[src/rtl/irq_ctrl.sv]
// Edge-capturing interrupt controller with mask/pending registers on an 8-bit Wishbone slave.
// Raises one priority-encoded level request to the CPU and holds it until the synchronised Iack.
module irq_ctrl #(
  parameter int NUM_SRC     = 4,
  parameter int SYNC_STAGES = 2
) (
  input  logic               clk_50mhz,
  input  logic               rst,
  input  logic [NUM_SRC-1:0] irq_src_i,
  input  logic [1:0]         wb_adr_i,
  input  logic [7:0]         wb_dat_i,
  output logic [7:0]         wb_dat_o,
  input  logic               wb_stb_i,
  input  logic               wb_we_i,
  output logic               wb_ack_o,
  output logic               Ireq_o,
  input  logic               Iack_i,
  output logic [2:0]         irq_id_o
);

  typedef enum logic [1:0] {IDLE, REQ, WAIT_LOW} state_t;

  localparam logic [7:0] SRC_BITS = 8'((9'd1 << NUM_SRC) - 9'd1);

  state_t                              state, state_nxt;
  logic [SYNC_STAGES-1:0][NUM_SRC-1:0] src_sync;
  logic [NUM_SRC-1:0]                  src_d;
  logic [SYNC_STAGES-1:0]              iack_sync;
  logic                                iack_s;
  logic [7:0]                          pend, pend_nxt, mask, act, edges, rd_dat;
  logic                                wr_en, ireq_nxt, win_vld;
  logic [2:0]                          id_nxt, win_id;

  assign iack_s = iack_sync[SYNC_STAGES-1];
  assign edges  = 8'(src_sync[SYNC_STAGES-1] & ~src_d);
  assign act    = pend & mask;
  // Writes land on the same edge that raises the ack.
  assign wr_en  = wb_stb_i & wb_we_i & ~wb_ack_o;

  always_ff @(posedge clk_50mhz or posedge rst) begin
    if (rst) begin
      src_sync  <= '0;
      src_d     <= '0;
      iack_sync <= '0;
    end else begin
      src_sync[0]  <= irq_src_i;
      iack_sync[0] <= Iack_i;
      for (int i = 1; i < SYNC_STAGES; i++) begin
        src_sync[i]  <= src_sync[i-1];
        iack_sync[i] <= iack_sync[i-1];
      end
      src_d <= src_sync[SYNC_STAGES-1];
    end
  end

  // Edge OR is applied last so a fresh edge survives a same-cycle clear.
  always_comb begin
    pend_nxt = pend;
    if (wr_en && wb_adr_i == 2'd0)
      pend_nxt = pend_nxt & ~wb_dat_i;
    if (state == REQ && iack_s)
      pend_nxt[irq_id_o] = 1'b0;
    pend_nxt = (pend_nxt | edges) & SRC_BITS;
  end

  always_comb begin
    win_vld = 1'b0;
    win_id  = 3'd0;
    for (int i = 7; i >= 0; i--) begin
      if (act[i]) begin
        win_vld = 1'b1;
        win_id  = 3'(i);
      end
    end
  end

  always_comb begin
    rd_dat = 8'h00;
    case (wb_adr_i)
      2'd0:    rd_dat = pend;
      2'd1:    rd_dat = mask;
      2'd2:    rd_dat = {Ireq_o, 4'b0000, irq_id_o};
      default: rd_dat = 8'h00;
    endcase
  end

  always_comb begin
    state_nxt = state;
    ireq_nxt  = Ireq_o;
    id_nxt    = irq_id_o;
    case (state)
      IDLE: begin
        if (win_vld) begin
          id_nxt    = win_id;
          ireq_nxt  = 1'b1;
          state_nxt = REQ;
        end
      end
      REQ: begin
        if (iack_s) begin
          ireq_nxt  = 1'b0;
          state_nxt = WAIT_LOW;
        end
      end
      WAIT_LOW: begin
        if (!iack_s)
          state_nxt = IDLE;
      end
      default: state_nxt = IDLE;
    endcase
  end

  always_ff @(posedge clk_50mhz or posedge rst) begin
    if (rst) begin
      state    <= IDLE;
      Ireq_o   <= 1'b0;
      irq_id_o <= 3'd0;
      pend     <= '0;
      mask     <= '0;
      wb_ack_o <= 1'b0;
      wb_dat_o <= '0;
    end else begin
      state    <= state_nxt;
      Ireq_o   <= ireq_nxt;
      irq_id_o <= id_nxt;
      pend     <= pend_nxt;
      wb_ack_o <= wb_stb_i & ~wb_ack_o;
      if (wb_stb_i && !wb_ack_o)
        wb_dat_o <= rd_dat;
      if (wr_en && wb_adr_i == 2'd1)
        mask <= wb_dat_i & SRC_BITS;
    end
  end

endmodule

[config.mk]
export PLATFORM = sky130hd
export DESIGN_NAME = irq_ctrl
export DESIGN_NICKNAME = d
export VERILOG_FILES = /design/src/rtl/irq_ctrl.sv
export SDC_FILE = /design/constraint.sdc
export NUM_CORES = 1
export LEC_CHECK = 0
export ABC_AREA = 1
export CORE_MARGIN = 2
export CORE_UTILIZATION = 43
export DETAILED_ROUTE_END_ITERATION = 8
export HOLD_SLACK_MARGIN = 0.02
export PLACE_DENSITY = 0.7
export SYNTH_ARGS = -nofsm -noshare
export SYNTH_HDL_FRONTEND = slang
export SYNTH_SLANG_ARGS = --single-unit
[constraint.sdc]
create_clock -name clk_50mhz -period 1 [get_ports clk_50mhz]
set_input_delay 0.3 -clock clk_50mhz [delete_from_list [all_inputs] [get_ports clk_50mhz]]
set_output_delay 0.3 -clock clk_50mhz [all_outputs]
set_load 0.02 [all_outputs]
==> results of run 1 <==
[routing by layer]
metal | share of wire [%] | vias to the layer above | GRT usage (%)
li1 | - | 573 | -
met1 | 39 | 530 | 20.1
met2 | 54 | 30 | 28.9
met3 | 4.7 | 7 | 4.76
met4 | 2.3 | 0 | 7.62
met5 | 0 | - | 0
[state kept, by name, indices dropped and copies added, names as in the netlist]
name and count:
irq_id_o 2, state 2, pend 4, iack_sync 2, src_sync 8, wb_dat_o 5
wb_ack_o 1, Ireq_o 1, src_d 4, mask 4
[worst paths after layout]
kind | from | endpoint | cells after the start
max in group asynchronous | rst | src_d[3]$_DFF_PP0_ | 3
min in group clk_50mhz | src_sync[0]$_DFF_PP0_ | src_sync[4]$_DFF_PP0_ | 0
min reg2reg | src_sync[0]$_DFF_PP0_ | src_sync[4]$_DFF_PP0_ | 0
max reg2reg | wb_ack_o$_DFF_PP0_ | mask[1]$_DFFE_PP0P_ | 6
max | wb_ack_o$_DFF_PP0_ | wb_ack_o | 1
min | rst | irq_id_o[1]$_DFFE_PP0P_ | 3
[where the power goes]
part | switching, W | internal (W)
registers | 0.000174 | 0.00159
logic | 0.000865 | 0.000966
clock network | 0.000442 | 0.000268
total | 0.00148 | 0.00282
[layout make-up]
class	count	share of cell area, %
Clock inverter	2	0.488
Multi-Input combinational cell	88	23.3
Inverter	19	3.66
Timing Repair Buffer	61	28.3
Sequential cell	33	40.3
Clock buffer	6	2.01
Tap cell	33	2.01
[cell usage after synthesis]
cell type	number
o21bai_2	1
o21ai_0	2
buf_4	4
nor2_1	7
conb_1	1
o21ai_1	4
nand4_1	4
buf_6	1
o31ai_1	1
dfrtp_1	33
nand3_1	12
a31oi_1	1
nor2_4	2
inv_1	19
nand3_4	1
nor2_2	1
nand2_1	45
a21oi_1	3
[kinds of logic after synthesis]
| kind of cell | after synthesis | share of synthesized area (%) |
|---|---|---|
| other | 1 | 0.280 |
| AO/OA/AOI/OAI | 12 | 5.23 |
| buffers and inverters | 24 | 8.41 |
| flip-flops | 33 | 61.7 |
| AND/OR/NAND/NOR | 72 | 24.4 |
[repair_timing]
action / CTS / global route
gates resized for setup: 59 / 21
pin swaps: 4 / 13
cloned: 0 / 0
setup buffers: 8 / 7
endpoints found under the setup margin: 26 / 26
endpoints found under the hold margin: 0 / 0
[metrics by stage]
stage	utilization [%]	power (W)	instance area, µm²
4_1_cts	64.4	0.00404	1930
2_1_floorplan	-	0.00244	1360
3_5_place_dp	59.4	0.00316	1780
6_report	68.4	0.00430	2050
5_1_grt	68.4	0.00456	2050
3_3_place_gp	59.4	0.00311	1780
==> summary.txt, run 1 <==
Placed design
  • Final weighted congestion of routability-driven global placement: 0.817
  • HPWL Detailed: a little under 2000 µm
  • Placed Cells incl. Taps: 219
  • Worst setup slack before clock tree synthesis: -0.550 ns
  • Number of I/O port buffers: 23

Floorplanning
  • Total number of placement rows: 20
  • Effective utilization at floorplan: 44.6%
  • Die area: 0.00358 mm²
  • I/O pins: 32
  • DIE HEIGHT: 59.8 µm
  • Core area: approximately 0.003 mm²
  • Width of the chip: 59.8 µm

Run status
  • Status: complete, but fails checks
  • Violated checks: setup timing

STA
  • Final Cycle Share: 120%
  • Setup repair after global routing missed its margin: yes
  • Skew final: 0.0119 ns
  • Aggregate negative setup slack: -3.19 ns
  • Max Slew Vio Count: 0
  • Final-report hold violation count: 0
  • WHS: ~0.34 ns
  • Smallest setup slack after layout: -0.203 ns
  • Min Clock Period, post-route: 1.20 ns
  • Setup violations, final: 23
  • FMAX: 831 MHz

Global routing
  • Antenna violations before repair: 0
  • Overall fraction of global-route tracks in use: between 10% and 20%
  • Wire length of the first global-routing pass: between 4000 and 5000 µm
  • Gr ovfl total: 0
  • Via count of the first global-routing pass: between 1000 and 1500
  • Pin count of the biggest net entering global routing: 15

Detailed routing
  • Total wirelength of the detailed-routed design: 2840 µm
  • DRC violations left: 0
  • Vias per Instance: 4.71
  • Via count of the routed design: about 1100
  • Remaining number of nets flagged by the antenna check after routing: 0
  • Drt first-iter violations: 27
  • WL/cell: 11.7 µm
  • 1st-pass router iterations: 4

Logic synthesis
  • FF+latch count, synth: 33
  • Number of cells produced by synthesis: 142
  • Cell type contributing the most total cell area after synthesis: dfrtp_1
  • Post-synth top area share: slightly above 60%
  • Sequential-to-total area share from yosys stat: about three fifths
  • Warnings, synthesis: 0
  • Ranking of synthesized cells by area: dfrtp_1, nand2_1, inv_1
  • Synth unique cells: 18
  • Cell Area, Synth: 0.00134 mm²
  • Syn avg cell area: around 9.4 µm²

Cells and area
  • Total of fill cells in the finished design: 237
  • Most common library cell in the layout ignoring fill and taps: nand2_1
  • Cell Count, Final, Fillers Out: between 200 and 250
  • Number of nets in the layout: 227
  • Area Overhead vs Synth: 53.4%
  • Proportion of layout cells with a drive suffix above 1: a little under two fifths
  • Most frequent cells in the layout: nand2_1, dfrtp_1, buf_4
  • Area of the multi-input gates: 478 µm²
  • Sequential standard cell area: 827 µm²
  • Antenna fix cells: 0

Power
  • PD cells: 2090 mW/mm²
  • Leakage dissipation: 1.04 nW
  • Worst-case vdd ir drop: 1430 µV

Critical path
  • Startpoint-to-endpoint class of the critical path: reg2out
  • Worst Path Buf+Inv: 1
  • Maximum fanout along the worst path: 2
  • Required time of the critical path: 0.70 ns
  • Cells along the critical path: buf_6
  • Cell with the largest stage delay on the worst path: dfrtp_2
  • Type of element capturing the critical path: output port
  • Critical path launch point type: flip-flop
  • Peak per-stage delay on the critical path: 0.43 ns
  • CP top delay family: flip-flops
  • Flop-to-flop setup slack: -0.17 ns
  • Crit path arrival time: approximately 0.9 ns

Job
  • Max-cap violations: 0

Clock tree
  • Maximum root-to-sink buffer count: 2
  • Clock tree from TritonCTS: yes
  • # hold bufs at CTS: 0
  • CTS Sinks: 33
  • Clock H-tree levels: 2
  • Clock buffers created by TritonCTS: 5
  • Clock Root Buffer: clkbuf_4
  • Clock Latency Late Sink: 0.33 ns
  • Clock slew at reported path FFs: 0.10 ns

Hold path
  • Worst min-delay path category: in2async
No activity file was read; power rests on OpenSTA's default activity.
==> inputs of run 2 (changes only) <==
- CELL_PAD_IN_SITES_DETAIL_PLACEMENT: not set -> 1
- CELL_PAD_IN_SITES_GLOBAL_PLACEMENT: not set -> 1
- CORE_UTILIZATION: 43 -> 33
- MAX_ROUTING_LAYER: not set -> met4
- PLACE_DENSITY: 0.7 -> 0.72
==> run 2 against run 1 <==
  * Register-to-register slack improved by 0.02 ns
  * The run still ends with setup timing left
  * Count of clock-buffer cells in the layout decreased by 1
  * Critical path type is now reg2reg
  * Sequential power about the same
  * Highest routed layer unchanged
  * Total power increased by 6.4%
  * Flip-flop and latch count unchanged
  * Largest power group unchanged
  * Via count increased by 1.8%
==> summary.txt, run 2 (synthesis gave the netlist of run 1 again) <==
Run status
  • Status: complete, but fails checks
  • Violated checks: setup timing

Global routing
  • Overall fraction of global-route tracks in use: 16.5% (-0.58 points)
  • Via count of the first global-routing pass: 1159 (+8.3%)
  • Most used routing layer in global routing: met2
  • Wire length of the first global-routing pass: 5310 µm (+19%)
  • Pin count of the biggest net entering global routing: 20 (+5)
  • Gr ovfl total: 0 (unchanged)
  • Met1 track demand over resource in global routing: 17.8% (-2.3 points)
  • Met2 usage: 29.0% (+0.16 points)
  • Global Route met3 Usage: 5.17% (+0.40 points)
  • Antenna violations before repair: 0 (unchanged)

STA
  • Final-report hold violation count: 0 (unchanged)
  • Max Slew Vio Count: 0 (unchanged)
  • Setup violations, final: 23 (unchanged)
  • Min Clock Period, post-route: 1.15 ns (-0.0503 ns)
  • Smallest setup slack after layout: -0.152 ns (+0.0503 ns)
  • Skew final: 0.00735 ns (-0.00456 ns)
  • Aggregate negative setup slack: -2.55 ns (+0.637 ns)
  • FMAX: 868 MHz (+4.4%)
  • Setup repair after global routing missed its margin: yes
  • Final Cycle Share: 115% (-5.0 points)

Placed design
  • Final weighted congestion of routability-driven global placement: 0.824 (+0.87%)
  • HPWL Detailed: 2390 µm (+22%)
  • Number of I/O port buffers: 23 (unchanged)
  • Placed Cells incl. Taps: 236 (+7.8%)
  • Worst setup slack before clock tree synthesis: -0.534 ns (+0.0160 ns)
  • Placement-stage cell area: 0.00180 mm² (+1.2%)

Critical path
  • Maximum fanout along the worst path: 8 (+6)
  • Startpoint-to-endpoint class of the critical path: reg2reg
  • Flop-to-flop setup slack: -0.15 ns (+0.02 ns)
  • Capture point of the worst reg-to-reg path: mask[3]$_DFFE_PP0P_
  • Number of cells on the worst reg-to-reg path: 5 (-1)
  • Cell with the largest stage delay on the worst path: dfrtp_2
  • Reg-to-reg startpoint: wb_ack_o$_DFF_PP0_
  • Type of element capturing the critical path: flip-flop
  • Peak per-stage delay on the critical path: 0.41 ns (-0.02 ns)
  • Crit path arrival time: 1.33 ns (+0.43 ns)
  • Critical path launch point type: flip-flop
  • Cells along the critical path: buf_6 -> nor2_4 -> nand3_4 -> nand2_1 -> o21ai_1
  • Required time of the critical path: 1.18 ns (+0.48 ns)

Power
  • Leakage dissipation: 1.03 nW (-1.3%)
  • Share of total power consumed by net switching: 34.6% (+0.14 points)
  • PD cells: 2210 mW/mm² (+5.4%)
  • Comb power frac: 40.2% (-2.4 points)
  • Share of total power in sequential cells: 38.6% (-2.3 points)
  • Power share of the clock group: 21.3% (+4.8 points)
  • Worst-case vdd ir drop: 926 µV (-35%)
  • Net switching power of the design: 0.00158 W (+6.8%)
  • Total internal power: 0.00299 W (+6.2%)

Detailed routing
  • Vias per Instance: 4.55 (-3.4%)
  • DRC violations left: 0 (unchanged)
  • Remaining number of nets flagged by the antenna check after routing: 0 (unchanged)
  • Total wirelength of the detailed-routed design: 3390 µm (+19%)
  • 1st-pass router iterations: 4 (unchanged)
  • Drt first-iter violations: 48 (+78%)
  • Via count of the routed design: 1160 (+1.8%)
  • WL/cell: 13.3 µm (+13%)

Cells and area
  • Most frequent cells in the layout: nand2_1, dfrtp_1, buf_4
  • Proportion of layout cells with a drive suffix above 1: 37.1% (+0.23 points)
  • Largest registers ranked by flip-flop count: src_sync: 8 flops, wb_dat_o: 5 flops
  • Area Overhead vs Synth: 54.9%
  • Number of nets in the layout: 223 (-1.8%)
  • Most flop-heavy register: src_sync
  • Cell area after layout: 0.00207 mm² (+0.98%)
  • Most common library cell in the layout ignoring fill and taps: nand2_1
  • Antenna fix cells: 0 (unchanged)
  • Max FFs per register: 8 (unchanged)
  • Cell Count, Final, Fillers Out: 255 (+5.4%)

Hold path
  • Hold path cells: 0
  • Worst hold endpoint: src_sync[5]$_DFF_PP0_
  • Source of the worst hold timing path: src_sync[1]$_DFF_PP0_
  • Worst min-delay path category: reg2reg

Floorplanning
  • Effective utilization at floorplan: 34.0% (-11 points)
  • I/O pins: 32 (unchanged)
  • Width of the chip: 67.7 µm (+13%)
  • Core area: 0.00394 mm² (+31%)
  • DIE HEIGHT: 67.7 µm (+13%)
  • Die area: 0.00458 mm² (+28%)
  • Total number of placement rows: 23 (+15%)

Clock tree
  • Clock slew at reported path FFs: 0.07 ns (-0.03 ns)
  • Clock tree from TritonCTS: yes
  • Maximum root-to-sink buffer count: 2 (unchanged)
  • Clock Root Buffer: clkbuf_8
  • CTS Sinks: 33 (unchanged)
  • Clock buffers created by TritonCTS: 5 (unchanged)
  • Clock H-tree levels: 2 (unchanged)
  • Clock Latency Late Sink: 0.29 ns (-0.04 ns)

Job
  • Max-cap violations: 0 (unchanged)
-- run 2: changes by cell type in the layout (fill, tap and decap cells not counted), moves of 2 or more --
cell / previous run / this run
clkbuf_4: 5 / 0
inv_1: 17 / 15
buf_6: 13 / 9
nor2_4: 3 / 6
clkbuf_8: 0 / 5
buf_4: 31 / 29
inv_2: 1 / 3
-- run 2: area by class of cell --
class	instances	area [µm²]
tap	50	62.6
multi-input combinational	89	498
clock inverter	3	17.5
inverter	19	75.1
clock buffer	5	68.8
timing repair buffer	56	524
sequential	33	827
fill	439	1870
-- run 2: routing by layer --
layer  routed length [µm]  share of wire [%]
met5                    0                  0
met2                 1850                 55
met3                  138                4.1
met1                 1370                 40
met4                   31               0.92
-- run 2: worst max-delay path by stage --
stage | from | to | slack (ns) | cells after the start
final | wb_ack_o$_DFF_PP0_ | mask[3]$_DFFE_PP0P_ | -0.15 | 5
after global routing | wb_ack_o$_DFF_PP0_ | wb_dat_o[2]$_DFFE_PP0P_ | -0.22 | 5
after CTS | wb_ack_o$_DFF_PP0_ | mask[0]$_DFFE_PP0P_ | -0.18 | 5
after detailed placement | wb_stb_i | wb_dat_o[3]$_DFFE_PP0P_ | -0.53 | 6
after global placement | wb_stb_i | wb_dat_o[3]$_DFFE_PP0P_ | -0.52 | 6
after floorplan | wb_ack_o$_DFF_PP0_ | pend[1]$_DFF_PP0_ | -0.03 | 5
-- run 2: power groups by stage --
stage	Sequential, W	Clock (W)	Combinational [W]
after floorplan	0.00189	0	0.000552
after global routing	0.00179	0.00106	0.00201
after detailed placement	0.00175	0	0.00151
after CTS	0.00176	0.000994	0.00163
after global placement	0.00173	0	0.00145
final	0.00176	0.000973	0.00184
-- run 2: stage by stage --
stage / utilization, % / power (W) / hold slack, ns
after floorplan: - / 0.00244 / 0.235
after global placement: 45.8 / 0.00317 / 0.332
after detailed placement: 45.8 / 0.00326 / 0.336
after CTS: 49.8 / 0.00439 / 0.352
after global routing: 52.6 / 0.00486 / 0.360
final: 52.6 / 0.00458 / 0.351
-- run 2: critical path, delay by kind of cell, from the launching register on --
kind | cells | cell delay (ns)
simple gates | 3 | 0.45
flops | 1 | 0.41
buf+inv | 1 | 0.12
compound gates | 1 | 0.06
-- run 2: timing repair --
item,4_1_cts,5_1_grt
resized for setup,67,14
setup buffers,3,7
hold buffers,0,0
endpoints found under the hold margin,0,0
pin swaps,7,12
setup endpoints to repair,26,26
cloned,1,0
==> inputs of run 3 (changes only) <==
- ABC_CLOCK_PERIOD_IN_PS: not set -> 1000
- CORE_UTILIZATION: 33 -> 41
- DONT_BUFFER_PORTS: not set -> 1
- PLACE_DENSITY: 0.72 -> 0.76
==> run 3 against run 2 <==
  * The run still ends with setup timing left
  * Clock power is 13% lower
  * Via count is 7.2% lower
  * Cell area is 9.8% lower
  * Total power is 5.3% lower
  * Setup slack worse by 0.067 ns
  * Critical path depth is 4 lower
  * Largest cell class unchanged
  * Die area is 18% lower
==> summary.txt, run 3 (synthesis gave the netlist of run 1 again) <==
Run status
  • Status: complete, but fails checks
  • Violated checks: setup timing

Cells and area
  • Total of fill cells in the finished design: 351 (-20%)
  • Most flop-heavy register: src_sync
  • Max FFs per register: 8 (unchanged)
  • Number of nets in the layout: 197 (-12%)
  • Most common library cell in the layout ignoring fill and taps: nand2_1
  • Area of the multi-input gates: 526 µm² (+5.5%)
  • Antenna fix cells: 0 (unchanged)
  • Largest registers ranked by flip-flop count: src_sync: 8 flops, wb_dat_o: 5 flops
  • Cell area after layout: 0.00187 mm² (-9.8%)
  • Sequential standard cell area: 837 µm² (+1.2%)
  • Proportion of layout cells with a drive suffix above 1: 41.9% (+4.8 points)
  • Post-route core utilization: 60.8% (+8.2 points)
  • Most frequent cells in the layout: nand2_1, dfrtp_1, inv_1
  • Area Overhead vs Synth: 39.7%

Critical path
  • Flop-to-flop setup slack: -0.17 ns (-0.02 ns)
  • Cell with the largest stage delay on the worst path: dfrtp_2
  • CP top delay family: flip-flops
  • Maximum fanout along the worst path: 2 (-6)
  • Required time of the critical path: 0.70 ns (-0.48 ns)
  • Type of element capturing the critical path: output port
  • Worst Path Buf+Inv: 1 (unchanged)
  • Startpoint-to-endpoint class of the critical path: reg2out
  • Peak per-stage delay on the critical path: 0.45 ns (+0.04 ns)
  • Crit path arrival time: 0.92 ns (-0.41 ns)
  • Cells along the critical path: buf_12
  • Critical path launch point type: flip-flop

Floorplanning
  • Die area: 0.00374 mm² (-18%)
  • Core area: 0.00308 mm² (-22%)
  • Width of the chip: 61.1 µm (-9.7%)
  • I/O pins: 32 (unchanged)
  • Total number of placement rows: 20 (-13%)
  • Effective utilization at floorplan: 43.5% (+9.5 points)
  • DIE HEIGHT: 61.1 µm (-9.7%)

STA
  • Max Slew Vio Count: 0 (unchanged)
  • Setup repair after global routing missed its margin: yes
  • Min Clock Period, post-route: 1.22 ns (+0.0672 ns)
  • Smallest setup slack after layout: -0.220 ns (-0.0672 ns)
  • Final Cycle Share: 122% (+6.7 points)
  • FMAX: 820 MHz (-5.5%)
  • Final-report hold violation count: 0 (unchanged)
  • Skew final: 0.0126 ns (+0.00526 ns)
  • Setup violations, final: 24 (+4.3%)
  • Aggregate negative setup slack: -2.79 ns (-0.241 ns)
  • WHS: 0.0954 ns (-0.255 ns)

Detailed routing
  • Total wirelength of the detailed-routed design: 3300 µm (-2.5%)
  • Drt first-iter violations: 4 (-92%)
  • Via count of the routed design: 1077 (-7.2%)
  • DRC violations left: 0 (unchanged)
  • Vias per Instance: 4.83 (+6.2%)
  • Remaining number of nets flagged by the antenna check after routing: 0 (unchanged)
  • WL/cell: 14.8 µm (+11%)
  • 1st-pass router iterations: 4 (unchanged)

Global routing
  • Antenna violations before repair: 0 (unchanged)
  • Met2 usage: 30.7% (+1.7 points)
  • Wire length of the first global-routing pass: 4870 µm (-8.2%)
  • Via count of the first global-routing pass: 1108 (-4.4%)
  • Global Route met3 Usage: 6.72% (+1.6 points)
  • Met1 track demand over resource in global routing: 22.9% (+5.1 points)
  • Overall fraction of global-route tracks in use: 19.4% (+2.9 points)
  • Gr ovfl total: 0 (unchanged)
  • Pin count of the biggest net entering global routing: 21 (+5.0%)
  • Most used routing layer in global routing: met2

Placed design
  • HPWL Detailed: 2080 µm (-13%)
  • Final weighted congestion of routability-driven global placement: 0.790 (-4.2%)
  • Worst setup slack before clock tree synthesis: -0.111 ns (+0.423 ns)
  • Placement-stage cell area: 0.00155 mm² (-14%)
  • Number of I/O port buffers: 0 (-100%)

Clock tree
  • Clock H-tree levels: 2 (unchanged)
  • Clock Latency Late Sink: 0.33 ns (+0.04 ns)
  • Clock buffers created by TritonCTS: 5 (unchanged)
  • Maximum root-to-sink buffer count: 2 (unchanged)
  • Clock Root Buffer: clkbuf_4
  • Clock tree from TritonCTS: yes
  • CTS Sinks: 33 (unchanged)
  • Clock slew at reported path FFs: 0.10 ns (+0.03 ns)

Power
  • Leakage dissipation: 0.899 nW (-12%)
  • PD cells: 2320 mW/mm² (+5.0%)
  • Worst-case vdd ir drop: 1020 µV (+9.7%)

Job
  • Max-cap violations: 0 (unchanged)

Hold path
  • Worst min-delay path category: in2reg
-- run 3: cell count changes in the layout (fill, tap and decap cells not counted), sizes merged, moves of 2 or more --
cell           before  now
buf                42   25
clkbuf              5    7
dlygate4sd2         2    0
clkdlybuf4s50      11    0
dlygate4sd3         0    6
-- run 3: layout make-up --
class / instances / area share (%)
Sequential cell: 33 / 44.7
Multi-Input combinational cell: 88 / 28.1
Timing Repair Buffer: 31 / 16.5
Inverter: 19 / 4.01
Clock buffer: 7 / 3.48
Tap cell: 44 / 2.94
Clock inverter: 1 / 0.268
-- run 3: power by group --
| group | switching (W) | total, W | leakage (nW) | internal (W) |
|---|---|---|---|---|
| Sequential | 0.000287 | 0.00189 | 0.378 | 0.00160 |
| Combinational | 0.000821 | 0.00160 | 0.480 | 0.000777 |
| Clock | 0.000439 | 0.000846 | 0.0413 | 0.000407 |
-- run 3: timing repair --
item,in CTS,in global routing
hold buffers,6,0
hold endpoints to repair,18,0
setup endpoints to repair,21,26
resized for setup,19,29
pin swaps,2,14
setup buffers,4,2
-- run 3: final timing paths --
kind,startpoint,end,depth (start not counted)
setup / recovery,irq_id_o[0]$_DFFE_PP0P_,irq_id_o[0],1
hold / removal,wb_dat_i[1],mask[1]$_DFFE_PP0P_,2
setup reg to reg,wb_ack_o$_DFF_PP0_,mask[0]$_DFFE_PP0P_,6
hold reg to reg,src_sync[0]$_DFF_PP0_,src_sync[4]$_DFF_PP0_,0
max in group asynchronous,rst,src_sync[0]$_DFF_PP0_,3
min in group asynchronous,rst,mask[3]$_DFFE_PP0P_,2
-- run 3: through the flow --
step,instances,power [W]
detailed placement,203,0.00300
global route,223,0.00462
finish,223,0.00433
CTS,221,0.00409
global placement,203,0.00293
floorplan,145,0.00244
-- run 3: routing by layer --
metal / up-vias / share of wire, % / wire, µm
li1: 510 / - / -
met2: 34 / 52 / 1720
met4: 0 / 2.3 / 76
met5: - / 0 / 0
met3: 8 / 6.3 / 208
met1: 525 / 39 / 1290
